===== src/rtl/fetch_unit_pkg.sv =====
// Shared types and default parameters for the instruction fetch stage.
package fetch_unit_pkg;

  typedef enum logic [1:0] {
    StIdle = 2'd0,
    StReq  = 2'd1,
    StDrop = 2'd2
  } fetch_state_e;

  localparam int unsigned DefAw      = 16;
  localparam int unsigned DefDw      = 16;
  localparam int unsigned DefDepth   = 2;
  localparam logic [15:0] DefResetPc = 16'h0000;

endpackage


===== src/rtl/fetch_unit_fifo.sv =====
// Prefetch FIFO holding {pc, instruction} pairs; flush beats same-cycle push or pop.
module fetch_unit_fifo #(
  parameter int unsigned W     = 32,
  parameter int unsigned DEPTH = 2
) (
  input  logic                     clk,
  input  logic                     reset_n,
  input  logic                     push,
  input  logic [W-1:0]             din,
  input  logic                     pop,
  input  logic                     flush,
  output logic [W-1:0]             dout,
  output logic [$clog2(DEPTH):0]   count,
  output logic                     empty,
  output logic                     full
);

  localparam int unsigned PtrW = $clog2(DEPTH);
  localparam int unsigned CntW = PtrW + 1;

  logic [W-1:0]    mem_q [DEPTH];
  logic [PtrW-1:0] wr_ptr_q, wr_ptr_d;
  logic [PtrW-1:0] rd_ptr_q, rd_ptr_d;
  logic [CntW-1:0] count_q, count_d;
  logic            wr_en, rd_en;

  assign empty = (count_q == '0);
  assign full  = (count_q == CntW'(DEPTH));
  assign count = count_q;
  assign dout  = mem_q[rd_ptr_q];

  // A full FIFO may still accept a write when the head leaves in the same cycle.
  assign wr_en = push && !flush && (!full || pop);
  assign rd_en = pop && !flush && !empty;

  always_comb begin
    wr_ptr_d = wr_ptr_q;
    rd_ptr_d = rd_ptr_q;
    count_d  = count_q;
    if (flush) begin
      wr_ptr_d = '0;
      rd_ptr_d = '0;
      count_d  = '0;
    end else begin
      if (wr_en) wr_ptr_d = wr_ptr_q + 1'b1;
      if (rd_en) rd_ptr_d = rd_ptr_q + 1'b1;
      case ({wr_en, rd_en})
        2'b10:   count_d = count_q + 1'b1;
        2'b01:   count_d = count_q - 1'b1;
        default: count_d = count_q;
      endcase
    end
  end

  always_ff @(posedge clk or negedge reset_n) begin
    if (!reset_n) begin
      wr_ptr_q <= '0;
      rd_ptr_q <= '0;
      count_q  <= '0;
    end else begin
      wr_ptr_q <= wr_ptr_d;
      rd_ptr_q <= rd_ptr_d;
      count_q  <= count_d;
    end
  end

  always_ff @(posedge clk or negedge reset_n) begin
    if (!reset_n) begin
      for (int i = 0; i < DEPTH; i++) mem_q[i] <= '0;
    end else if (wr_en) begin
      mem_q[wr_ptr_q] <= din;
    end
  end

endmodule


===== src/rtl/fetch_unit.sv =====
// Instruction fetch stage: owns the fetch PC, issues single-outstanding memory reads and
// buffers returned words for the decoder.
module fetch_unit
  import fetch_unit_pkg::*;
#(
  parameter int unsigned   AW       = DefAw,
  parameter int unsigned   DW       = DefDw,
  parameter int unsigned   DEPTH    = DefDepth,
  parameter logic [AW-1:0] RESET_PC = AW'(DefResetPc)
) (
  input  logic          clk,
  input  logic          reset_n,
  input  logic          fetch_en,
  input  logic          jump_en,
  input  logic [AW-1:0] jump_addr,
  output logic          mem_req,
  output logic [AW-1:0] mem_addr,
  input  logic          mem_ack,
  input  logic [DW-1:0] mem_rdata,
  output logic          instr_valid,
  input  logic          instr_ready,
  output logic [DW-1:0] instr,
  output logic [AW-1:0] instr_pc,
  output logic          busy
);

  localparam int unsigned CntW = $clog2(DEPTH) + 1;
  localparam int unsigned FW   = AW + DW;

  fetch_state_e  state_q, state_d;
  logic [AW-1:0] fetch_pc_q, fetch_pc_d;
  logic          mem_req_q, mem_req_d;
  logic [AW-1:0] mem_addr_q, mem_addr_d;

  logic            fifo_push, fifo_pop, fifo_empty, fifo_full;
  logic [FW-1:0]   fifo_dout;
  logic [CntW-1:0] fifo_count, count_after;
  logic [AW-1:0]   pc_inc;

  // The jump cycle never completes a handshake, so the flush cannot race a pop.
  assign instr_valid = !fifo_empty && !jump_en;
  assign fifo_pop    = instr_valid && instr_ready;
  assign instr_pc    = fifo_dout[FW-1:DW];
  assign instr       = fifo_dout[DW-1:0];
  assign mem_req     = mem_req_q;
  assign mem_addr    = mem_addr_q;
  assign busy        = mem_req_q || (state_q == StDrop);

  assign pc_inc      = fetch_pc_q + AW'(1);
  assign count_after = fifo_count + CntW'(1) - CntW'(fifo_pop);

  fetch_unit_fifo #(
    .W     (FW),
    .DEPTH (DEPTH)
  ) u_fifo (
    .clk     (clk),
    .reset_n (reset_n),
    .push    (fifo_push),
    .din     ({fetch_pc_q, mem_rdata}),
    .pop     (fifo_pop),
    .flush   (jump_en),
    .dout    (fifo_dout),
    .count   (fifo_count),
    .empty   (fifo_empty),
    .full    (fifo_full)
  );

  always_comb begin
    state_d    = state_q;
    fetch_pc_d = fetch_pc_q;
    mem_req_d  = mem_req_q;
    mem_addr_d = mem_addr_q;
    fifo_push  = 1'b0;

    case (state_q)
      StIdle: begin
        if (fetch_en && !jump_en && !fifo_full) begin
          state_d    = StReq;
          mem_req_d  = 1'b1;
          mem_addr_d = fetch_pc_q;
        end
      end
      StReq: begin
        if (jump_en) begin
          // A request cannot be withdrawn; wait out the ack in StDrop unless it lands now.
          if (mem_ack) begin
            state_d   = StIdle;
            mem_req_d = 1'b0;
          end else begin
            state_d = StDrop;
          end
        end else if (mem_ack) begin
          fifo_push  = 1'b1;
          fetch_pc_d = pc_inc;
          if (fetch_en && (count_after < CntW'(DEPTH))) begin
            mem_addr_d = pc_inc;
          end else begin
            state_d   = StIdle;
            mem_req_d = 1'b0;
          end
        end
      end
      StDrop: begin
        if (mem_ack) begin
          state_d   = StIdle;
          mem_req_d = 1'b0;
        end
      end
      default: begin
        state_d   = StIdle;
        mem_req_d = 1'b0;
      end
    endcase

    if (jump_en) fetch_pc_d = jump_addr;
  end

  always_ff @(posedge clk or negedge reset_n) begin
    if (!reset_n) begin
      state_q    <= StIdle;
      fetch_pc_q <= RESET_PC;
      mem_req_q  <= 1'b0;
      mem_addr_q <= RESET_PC;
    end else begin
      state_q    <= state_d;
      fetch_pc_q <= fetch_pc_d;
      mem_req_q  <= mem_req_d;
      mem_addr_q <= mem_addr_d;
    end
  end

endmodule


===== config.mk =====
export PLATFORM = sky130hd
export DESIGN_NAME = fetch_unit
export DESIGN_NICKNAME = d
export VERILOG_FILES = /design/src/rtl/fetch_unit_pkg.sv /design/src/rtl/fetch_unit_fifo.sv /design/src/rtl/fetch_unit.sv
export SDC_FILE = /design/constraint.sdc
export NUM_CORES = 1
export LEC_CHECK = 0
export CAP_MARGIN = 20
export CORE_MARGIN = 2
export CORE_UTILIZATION = 55
export CTS_BUF_LIST = sky130_fd_sc_hd__clkbuf_2 sky130_fd_sc_hd__clkbuf_4 sky130_fd_sc_hd__clkbuf_8
export DETAILED_ROUTE_END_ITERATION = 16
export PLACE_DENSITY = 0.83
export SYNTH_ARGS = -nofsm -noshare
export SYNTH_HDL_FRONTEND = slang
export SYNTH_SLANG_ARGS = --single-unit

===== constraint.sdc =====
create_clock -name clk -period 4.3 [get_ports clk]
set_input_delay 0.43 -clock clk [delete_from_list [all_inputs] [get_ports clk]]
set_output_delay 0.43 -clock clk [all_outputs]
set_load 0.005 [all_outputs]

Word level (Yosys, flattened, before mapping). Cells that the tools add are included. W data, S select, Z words.

Latch bits: 0. Input port bits: 38. Logic and storage cells: 96. Memories: 0. Memory bits (read-only): 0. Register bits after elaboration: 103. Bits in writable memories: 0.

Magnitude comparators: 4. Multipliers: 0. Bitwise operators: 2. $add $sub $neg: 6. Div/mod/pow operators: 0. Muxes and demuxes: 36. Equality and inequality tests: 12. Shifts and indexed selects: 0. Reductions and logical operators: 27.

Operators with widths (count): $mux W32 (4); $mux W16 (7); $bwmux W64 (1); $demux W32 S1 (1); $pmux W16 S2 (1); $add A16 B1 Y16 const B (1); $mux W2 (7); $mux W1 (12); $logic_and A1 B1 Y1 (10); $ne A2 B2 Y1 const B (5); $reduce_bool A2 Y1 (5); $eq A2 B2 Y1 const B (3); $ne A3 B3 Y1 const B (2); $pmux W2 S3 (1); $reduce_and A5 Y1 (1); $eq A2 B1 Y1 const B (2); $ge A2 B2 Y1 const B (2); $logic_not A2 Y1 (2); $not A1 Y2 (2); $pmux W2 S2 (1); $reduce_and A4 Y1 (1); $logic_not A1 Y1 (3); $pmux W1 S3 (1); $reduce_and A3 Y1 (1); 9 further kinds (11).

Logic depth before layout (Yosys ltp). Gate-level depths: netlist of the first run.

Depth after elaboration: 11. Gate-level depth with buffers: 8. Depth with buffers taken out: 7.

Cells and area by module. Synthesis of the first run repeated with hierarchy kept, for this count alone.

Cell total of the unflattened synthesis: 416. Area total of the unflattened synthesis: 5283.8 sq um.

Modules (own cells, without submodules): fetch_unit_fifo (cells an instance 195, area each 3121.7 sq um, sequential area each 1701.6 sq um, instances 1); fetch_unit (cells an instance 221, area each 2162.1 sq um, sequential area each 875.8 sq um, instances 1).

Worst setup path after synthesis of the first run. Ideal clock, no wire load.

Path kind: reg-to-reg. From: register u_fifo.count_q[0] (netlist: u_fifo.count[0]). To: register mem_addr_q[0] (netlist: mem_addr[0]). Clock period less this slack: 2.059 ns. Slack: 2.241 ns. Data required time: 4.175 ns. Stages on the path, launching flop included: 9. Setup time: 0.125 ns. Arrival time: 1.934 ns. Cells stage by stage: dfrtp_1 -> inv_1 -> ha_1 -> nand3b_1 -> or2_2 -> a41oi_1 -> nor3b_2 -> buf_4 -> mux2_2.

Word-level cells in the longest chain between the ends: 9. Elaborated cells between the ends (all ways): 14.

Ends and longest elaborated chain: from (decl) (line fetch_unit_fifo.sv:24) `logic [CntW-1:0] count_q, count_d;`; from (signal assigned) (line fetch_unit_fifo.sv:63) `count_q <= count_d;`; $logic_not A2 Y1 (line fetch_unit_fifo.sv:27) `assign empty = (count_q == '0);`; $logic_not A1 Y1 (line fetch_unit.sv:41) `assign instr_valid = !fifo_empty && !jump_en;`; $logic_and A1 B1 Y1 (line fetch_unit.sv:41); $logic_and A1 B1 Y1 (line fetch_unit.sv:42) `assign fifo_pop = instr_valid && instr_ready;`; $sub A2 B1 Y2 (line fetch_unit.sv:50) `assign count_after = fifo_count + CntW'(1) - CntW'(fifo_pop);`; $lt A2 B2 Y1 (line fetch_unit.sv:95) `if (fetch_en && (count_after < CntW'(DEPTH))) begin`; $logic_and A1 B1 Y1 (line fetch_unit.sv:95); $ne A2 B2 Y1 (no line); $reduce_and A5 Y1 (no line) *; to (signal assigned) (line fetch_unit.sv:128) `mem_addr_q <= mem_addr_d;`; to (decl) (line fetch_unit.sv:33) `logic [AW-1:0] mem_addr_q, mem_addr_d;`.

Every way passes the cells marked *; elsewhere a longest branch is shown, timed or not. A chain may end at the register's enable or synchronous reset.

Worst setup path in the final report of the first run.
From: register u_fifo.rd_ptr_q. To: output instr_pc[14].

Word-level cells in the longest chain between the ends: 4.

Ends and longest elaborated chain: from (decl) (line fetch_unit_fifo.sv:23) `logic [PtrW-1:0] rd_ptr_q, rd_ptr_d;`; from (signal assigned) (line fetch_unit_fifo.sv:62) `rd_ptr_q <= rd_ptr_d;`; $not A1 Y2 (not written as such) (line fetch_unit_fifo.sv:30) `assign dout = mem_q[rd_ptr_q];`; $mux W32 (not written as such) (3 in a row) (line fetch_unit_fifo.sv:30); to (decl) (line fetch_unit.sv:23) `output logic [AW-1:0] instr_pc,`.

Every way passes these cells. The select of a mux whose other input is x is not followed.

==> results.py, run 1 <==
metrics = {
    "run_status": {
        "outcome": "finished clean",
    },
    "clocking": {
        "post_cts_buffers": 0,
        "clock_sinks": 103,
        "cts_buffers": 9,
        "cts_tree": "built",
        "clock-root-buffer": "clkbuf_8",
        "clock_latency_ns": 0.36,
        "clk_pin_slew_ns": 0.10,
        "hold_buffers": 0,
        "h-tree-depth": 3,
        "ctsResizeCount": 0,
        "clockBufferDepth": 2,
    },
    "worst_setup_path": {
        "crit_fanout": 24,
        "reg2reg_slack_ns": 1.78,
        "rr_startpoint": "u_fifo.count[0]$_DFFE_PN0P_",
        "r2r_end": "u_fifo.mem_q[8]$_DFFE_PN0P_",
        "crit_path_start": "u_fifo.rd_ptr_q$_DFFE_PN0P_",
        "crit_arrival_ns": 2.26,
        "crit_path_max_incr_delay_ns": 0.62,
        "endpoint_kind": "output port",
        "critical-path-slowest-cell": "dfrtp_1",
        "crit_type": "register to output port",
        "path_cells": "buf_4 > mux2_2 > clkdlybuf4s50_1",
        "crit_required_ns": 3.87,
        "cp_top_family": "buffers and inverters",
        "start_kind": "register",
        "path_buf_inv": 2,
        "reg2reg_depth": 7,
        "path_depth": 3,
    },
    "min_path": {
        "hp-class": "primary input to asynchronous set/reset pin",
    },
    "power": {
        "pwr-share-clk": 0.165,
        "cellPowerDensity_mw_per_mm2": 616,
        "sw_frac_of_total": 0.290,
        "cell_internal_pwr_mw": 2.65,
        "p_total_mw": 3.73,
        "power_frac_seq": 0.420,
        "leakagePower_nw": 2.57,
        "p_comb_frac": 0.415,
        "switching_power_mw": 1.08,
        "peakVddDrop_uv": 338,
    },
    "synthesis": {
        "async_flop_share": 1.00,
        "synth_fa_ha_area_frac": 0.00763,
        "synthSimpleGateAreaFrac": 0.0852,
        "netlist.top_cell.by_area": "dfrtp_1",
        "avgSynthCellArea_um2": 12.5,
        "synthFlopType": "dfrtp_1",
        "synth_seq_cells": 103,
        "synthXorXnorAreaFrac": 0.0587,
        "syn_area_mm2": 0.00492,
        "synth-edff-count": 0,
        "synthTopCellsByArea": "dfrtp_1, mux2_2, xnor2_1, nand2_1, xor2_1",
        "synth_top_cell_area_share": 0.524,
        "synth_compound_area_frac": 0.0305,
        "synthesis.nets": 436,
        "synth-seq-area-share": 0.524,
        "synth_cell_types": 37,
        "synth.area.mux_share": 0.263,
        "synth_cells": 395,
        "synth_top_family_by_area": "multiplexers",
        "yosys_warnings": 0,
    },
    "global_route": {
        "grt_pass1_wl_mm": 16.1,
        "grtUsageTotal": 0.208,
        "antenna_found_initial": 0,
        "use_met3": 0.0440,
        "grt-busiest-layer": "met2",
        "met2_usage": 0.353,
        "grt_pass1_vias": 3278,
        "grtUsageMet1": 0.272,
        "grt_start_max_net_pins": 71,
        "gr-total-overflow": 0,
    },
    "die": {
        "die_x_um": 98.6,
        "io_pins": 89,
        "core_mm2": 0.00868,
        "design.die.area_mm2": 0.00972,
        "die_h_um": 98.6,
        "rows": 34,
        "start_util": 0.567,
    },
    "placed_design": {
        "port_buffers": 88,
        "hpwl_mm": 6.69,
        "gp_congestion": 0.857,
    },
    "sta": {
        "fmaxAchievable_mhz": 372,
        "finalSetupViolations": 0,
        "finalSetupTns_ns": 0,
        "timing.final.crit_share": 0.625,
        "max_slew.worst_pin.slew_ns": 0.911,
        "hold_viol": 0,
        "hold_slack_ns": 0.159,
        "slew_viol_final": 0,
        "fin_crit_ns": 2.69,
        "slew_headroom": 0.391,
        "rsz0062_at_grt": "no",
        "finClkSkew_ns": 0.0109,
    },
    "detailed_routing": {
        "num_vias": 3211,
        "drc": 0,
        "drt_pass1_iterations": 4,
        "wl_per_cell_um": 16.5,
        "viasPerCell": 5.48,
        "drt-initial-drc-count": 151,
        "drt_wl_total_mm": 9.69,
        "drtAntennaViolNets": 0,
    },
    "final_layout": {
        "syn2layout_area_growth_pct": 23.0,
        "num_antenna_cells": 0,
        "layout_common_cells": "mux2_2, dfrtp_1, clkdlybuf4s50_1",
        "final_common_cell": "mux2_2",
        "fin_nets": 514,
        "fillers": 650,
        "drive_gt1_frac": 0.291,
    },
    "job": {
        "cap_viol_max_count": 0,
    },
}
[flip-flops by register name, summed over array words and instances, names as in the netlist]
signal and flops:
u_fifo.mem_q 64, fetch_pc_q 16, mem_addr 16, state_q 2, u_fifo.count 2, mem_req 1
u_fifo.rd_ptr_q 1, u_fifo.wr_ptr_q 1
[worst max-delay path by stage]
stage | end
after floorplan | mem_addr[0]$_DFFE_PN0P_
after global placement | u_fifo.mem_q[4]$_DFFE_PN0P_
after detailed placement | u_fifo.mem_q[12]$_DFFE_PN0P_
after CTS | instr_pc[14]
after global routing | instr_pc[14]
final | instr_pc[14]
[stage by stage]
stage,util,std cells,setup WS (ns),cell area (um2)
finish,0.698,586,1.61,6050
floorplan,-,395,2.24,4920
CTS,0.698,586,1.59,6050
detailed placement,0.675,570,1.37,5860
global placement,0.675,570,1.42,5860
global route,0.698,586,1.50,6050
[cells by family after synthesis]
kind of cell / Yosys count
adders and majority gates: 3
DFF: 103
AOI/OAI and AO/OA: 27
muxes: 115
and+or+nand+nor: 82
buffers and inverters: 32
xor gates and xnor gates: 33
[synthesized netlist by cell type (all sizes together) (4+ instances only)]
master	n
nand4	7
inv	5
xor2	11
xnor2	22
nor2	14
buf	13
o21ai	19
nand2	32
nor3	4
and3	4
nand3	7
dfrtp	103
clkbuf	14
mux2	113
[layer usage]
layer	wire (um)	vias to the layer above	part of all wire
met5	0	-	0
met4	97	0	0.010
met3	378	6	0.039
met2	4970	72	0.51
met1	4250	1606	0.44
li1	-	1527	-
[power groups by stage]
stage | clock [mW] | sequential [mW] | combinational [mW]
6_report | 0.614 | 1.57 | 1.55
3_5_place_dp | 0 | 1.59 | 1.56
3_3_place_gp | 0 | 1.56 | 1.53
5_1_grt | 0.668 | 1.62 | 1.68
2_1_floorplan | 0 | 1.51 | 0.863
4_1_cts | 0.631 | 1.57 | 1.57
[layout make-up]
cell class / instances / area [um2] / area share
clock buffer: 10 / 131 / 0.0217
timing repair buffer: 94 / 923 / 0.153
tap: 108 / 135 / 0.0223
clock inverter: 6 / 66.3 / 0.0110
inverter: 5 / 18.8 / 0.00310
sequential: 103 / 2580 / 0.426
multi-input combinational: 260 / 2200 / 0.364
No activity file was read; power rests on OpenSTA's default activity.
==> run 2: changes to the inputs <==
--- a/config.mk
+++ b/config.mk
@@ -7,10 +7,10 @@
 export LEC_CHECK = 0
 export CAP_MARGIN = 20
 export CORE_MARGIN = 2
-export CORE_UTILIZATION = 55
+export CORE_UTILIZATION = 49
 export CTS_BUF_LIST = sky130_fd_sc_hd__clkbuf_2 sky130_fd_sc_hd__clkbuf_4 sky130_fd_sc_hd__clkbuf_8
 export DETAILED_ROUTE_END_ITERATION = 16
-export PLACE_DENSITY = 0.83
+export PLACE_DENSITY = 0.78
 export SYNTH_ARGS = -nofsm -noshare
 export SYNTH_HDL_FRONTEND = slang
 export SYNTH_SLANG_ARGS = --single-unit
==> constraint.sdc (replaced) <==
create_clock -name clk -period 2.2 [get_ports clk]
set_input_delay 0.22 -clock clk [delete_from_list [all_inputs] [get_ports clk]]
set_output_delay 0.22 -clock clk [all_outputs]
set_load 0.005 [all_outputs]
==> results.py, run 2 (synthesis results as in run 1) <==
metrics = {
    "run_status": {
        "outcome": "finished clean",
    },
    "clocking": {
        "clock-root-buffer": "clkbuf_8",
        "clk_pin_slew_ns": 0.11,
        "cts_buffers": 9,
        "clock_latency_ns": 0.36,
        "clock_sinks": 103,
        "clockBufferDepth": 2,
        "cts_tree": "built",
        "h-tree-depth": 3,
    },
    "detailed_routing": {
        "drt-initial-drc-count": 158,
        "viasPerCell": 5.29,
        "drt_wl_total_mm": 10.8,
        "drtAntennaViolNets": 0,
        "drt_pass1_iterations": 4,
        "drc": 0,
        "num_vias": 3347,
        "wl_per_cell_um": 17.0,
    },
    "die": {
        "die_h_um": 104,
        "die_x_um": 104,
        "rows": 36,
        "design.die.area_mm2": 0.0109,
        "core_mm2": 0.00977,
        "start_util": 0.503,
        "io_pins": 89,
    },
    "final_layout": {
        "layout_common_cells": "mux2_2, dfrtp_1, clkdlybuf4s50_1",
        "syn2layout_area_growth_pct": 30.4,
        "drive_gt1_frac": 0.326,
        "final_common_cell": "mux2_2",
        "fin_nets": 536,
        "num_antenna_cells": 0,
        "fin_area_mm2": 0.00642,
        "top_register": "u_fifo.mem_q",
        "largest_register_ff_count": 64,
    },
    "global_route": {
        "grtUsageTotal": 0.198,
        "grt_start_max_net_pins": 42,
        "grt_pass1_vias": 3451,
        "gr-total-overflow": 0,
        "grt_pass1_wl_mm": 17.0,
        "antenna_found_initial": 0,
    },
    "worst_setup_path": {
        "path_cells": "inv_1 > buf_4 > ha_1 > buf_4 > inv_1 > o21ai_2 > nor3b_4 > clkbuf_16 > mux2_2",
        "critical-path-slowest-cell": "dfrtp_1",
        "endpoint_kind": "register",
        "crit_arrival_ns": 2.35,
        "crit_required_ns": 2.46,
        "crit_fanout": 16,
        "crit_path_max_incr_delay_ns": 0.35,
        "crit_type": "register to register",
        "start_kind": "register",
    },
    "sta": {
        "fin_crit_ns": 2.09,
        "rsz0062_at_grt": "no",
        "slew_viol_final": 0,
        "finalSetupViolations": 0,
        "max_slew.worst_pin.slew_ns": 0.442,
        "hold_viol": 0,
        "slew_headroom": 0.705,
        "finalSetupTns_ns": 0,
        "fmaxAchievable_mhz": 478,
        "finClkSkew_ns": 0.0174,
        "timing.final.crit_share": 0.951,
    },
    "placed_design": {
        "gp_congestion": 0.833,
        "port_buffers": 88,
        "hpwl_mm": 7.24,
        "place_area_mm2": 0.00608,
    },
    "power": {
        "leakagePower_nw": 2.74,
        "peakVddDrop_uv": 640,
        "cellPowerDensity_mw_per_mm2": 1230,
        "p_total_mw": 7.92,
    },
    "job": {
        "cap_viol_max_count": 0,
    },
    "min_path": {
        "hp-class": "primary input to asynchronous set/reset pin",
    },
}
-- run 2: report_power, final --
part / switching, mW / total, mW / leakage [nW] / internal (mW)
clock network: 0.666 / 1.55 / 0.136 / 0.887
registers: 0.436 / 3.05 / 1.30 / 2.61
logic: 1.15 / 3.31 / 1.30 / 2.17
-- run 2: repair_timing --
action / in CTS / in global routing
hold buffers: 1 / 0
resized for setup: 2 / 2
setup endpoints to repair: 9 / 44
buffers inserted: 0 / 2
cloned: 0 / 1
hold endpoints to repair: 30 / 0
pin swaps: 0 / 2
-- run 2: worst paths after layout --
| path | from | endpoint | slack (ns) | cells past startpoint |
|---|---|---|---|---|
| setup / recovery | u_fifo.count[0]$_DFFE_PN0P_ | u_fifo.mem_q[11]$_DFFE_PN0P_ | 0.11 | 9 |
| hold / removal | reset_n | mem_addr[0]$_DFFE_PN0P_ | 0.32 | 2 |
| setup reg to reg | u_fifo.count[0]$_DFFE_PN0P_ | u_fifo.mem_q[11]$_DFFE_PN0P_ | 0.11 | 9 |
| hold reg to reg | u_fifo.mem_q[3]$_DFFE_PN0P_ | u_fifo.mem_q[3]$_DFFE_PN0P_ | 0.51 | 1 |
| max in group asynchronous | reset_n | u_fifo.mem_q[3]$_DFFE_PN0P_ | 1.26 | 3 |
| min in group clk | jump_addr[2] | fetch_pc_q[2]$_DFFE_PN0P_ | 0.40 | 3 |
-- run 2: routing by layer --
metal,vias up,share of wire,track usage
li1,1568,-,-
met2,64,0.53,0.350
met1,1704,0.44,0.248
met5,-,0,0
met4,0,0.013,0.0560
met3,11,0.025,0.0376
-- run 2: layout make-up --
type,count,area (um2)
Fill cell,752,3360
Sequential cell,103,2580
Multi-Input combinational cell,260,2220
Timing Repair Buffer,116,1160
Tap cell,133,166
Clock inverter,7,149
Clock buffer,9,124
Inverter,5,18.8
-- run 2: critical path: cells and delay by family, from the launching register on --
family | cells | cell delay (ns)
AO/OA/AOI/OAI | 1 | 0.11
adder cells (fa/ha/maj) | 1 | 0.21
buffers and inverters | 5 | 0.65
flip-flops | 1 | 0.35
multiplexers | 1 | 0.35
AND/OR/NAND/NOR | 1 | 0.30
-- run 2: through the flow --
stage                      util  setup slack (ns)  hold WS, ns  instances
after global routing      0.657            0.0137        0.363        633
after global placement    0.620            -0.310        0.181        612
after detailed placement  0.622           -0.0347        0.188        613
final                     0.657             0.109        0.323        633
after floorplan               -             0.141      -0.0756        395
after CTS                 0.652            0.0610        0.314        630
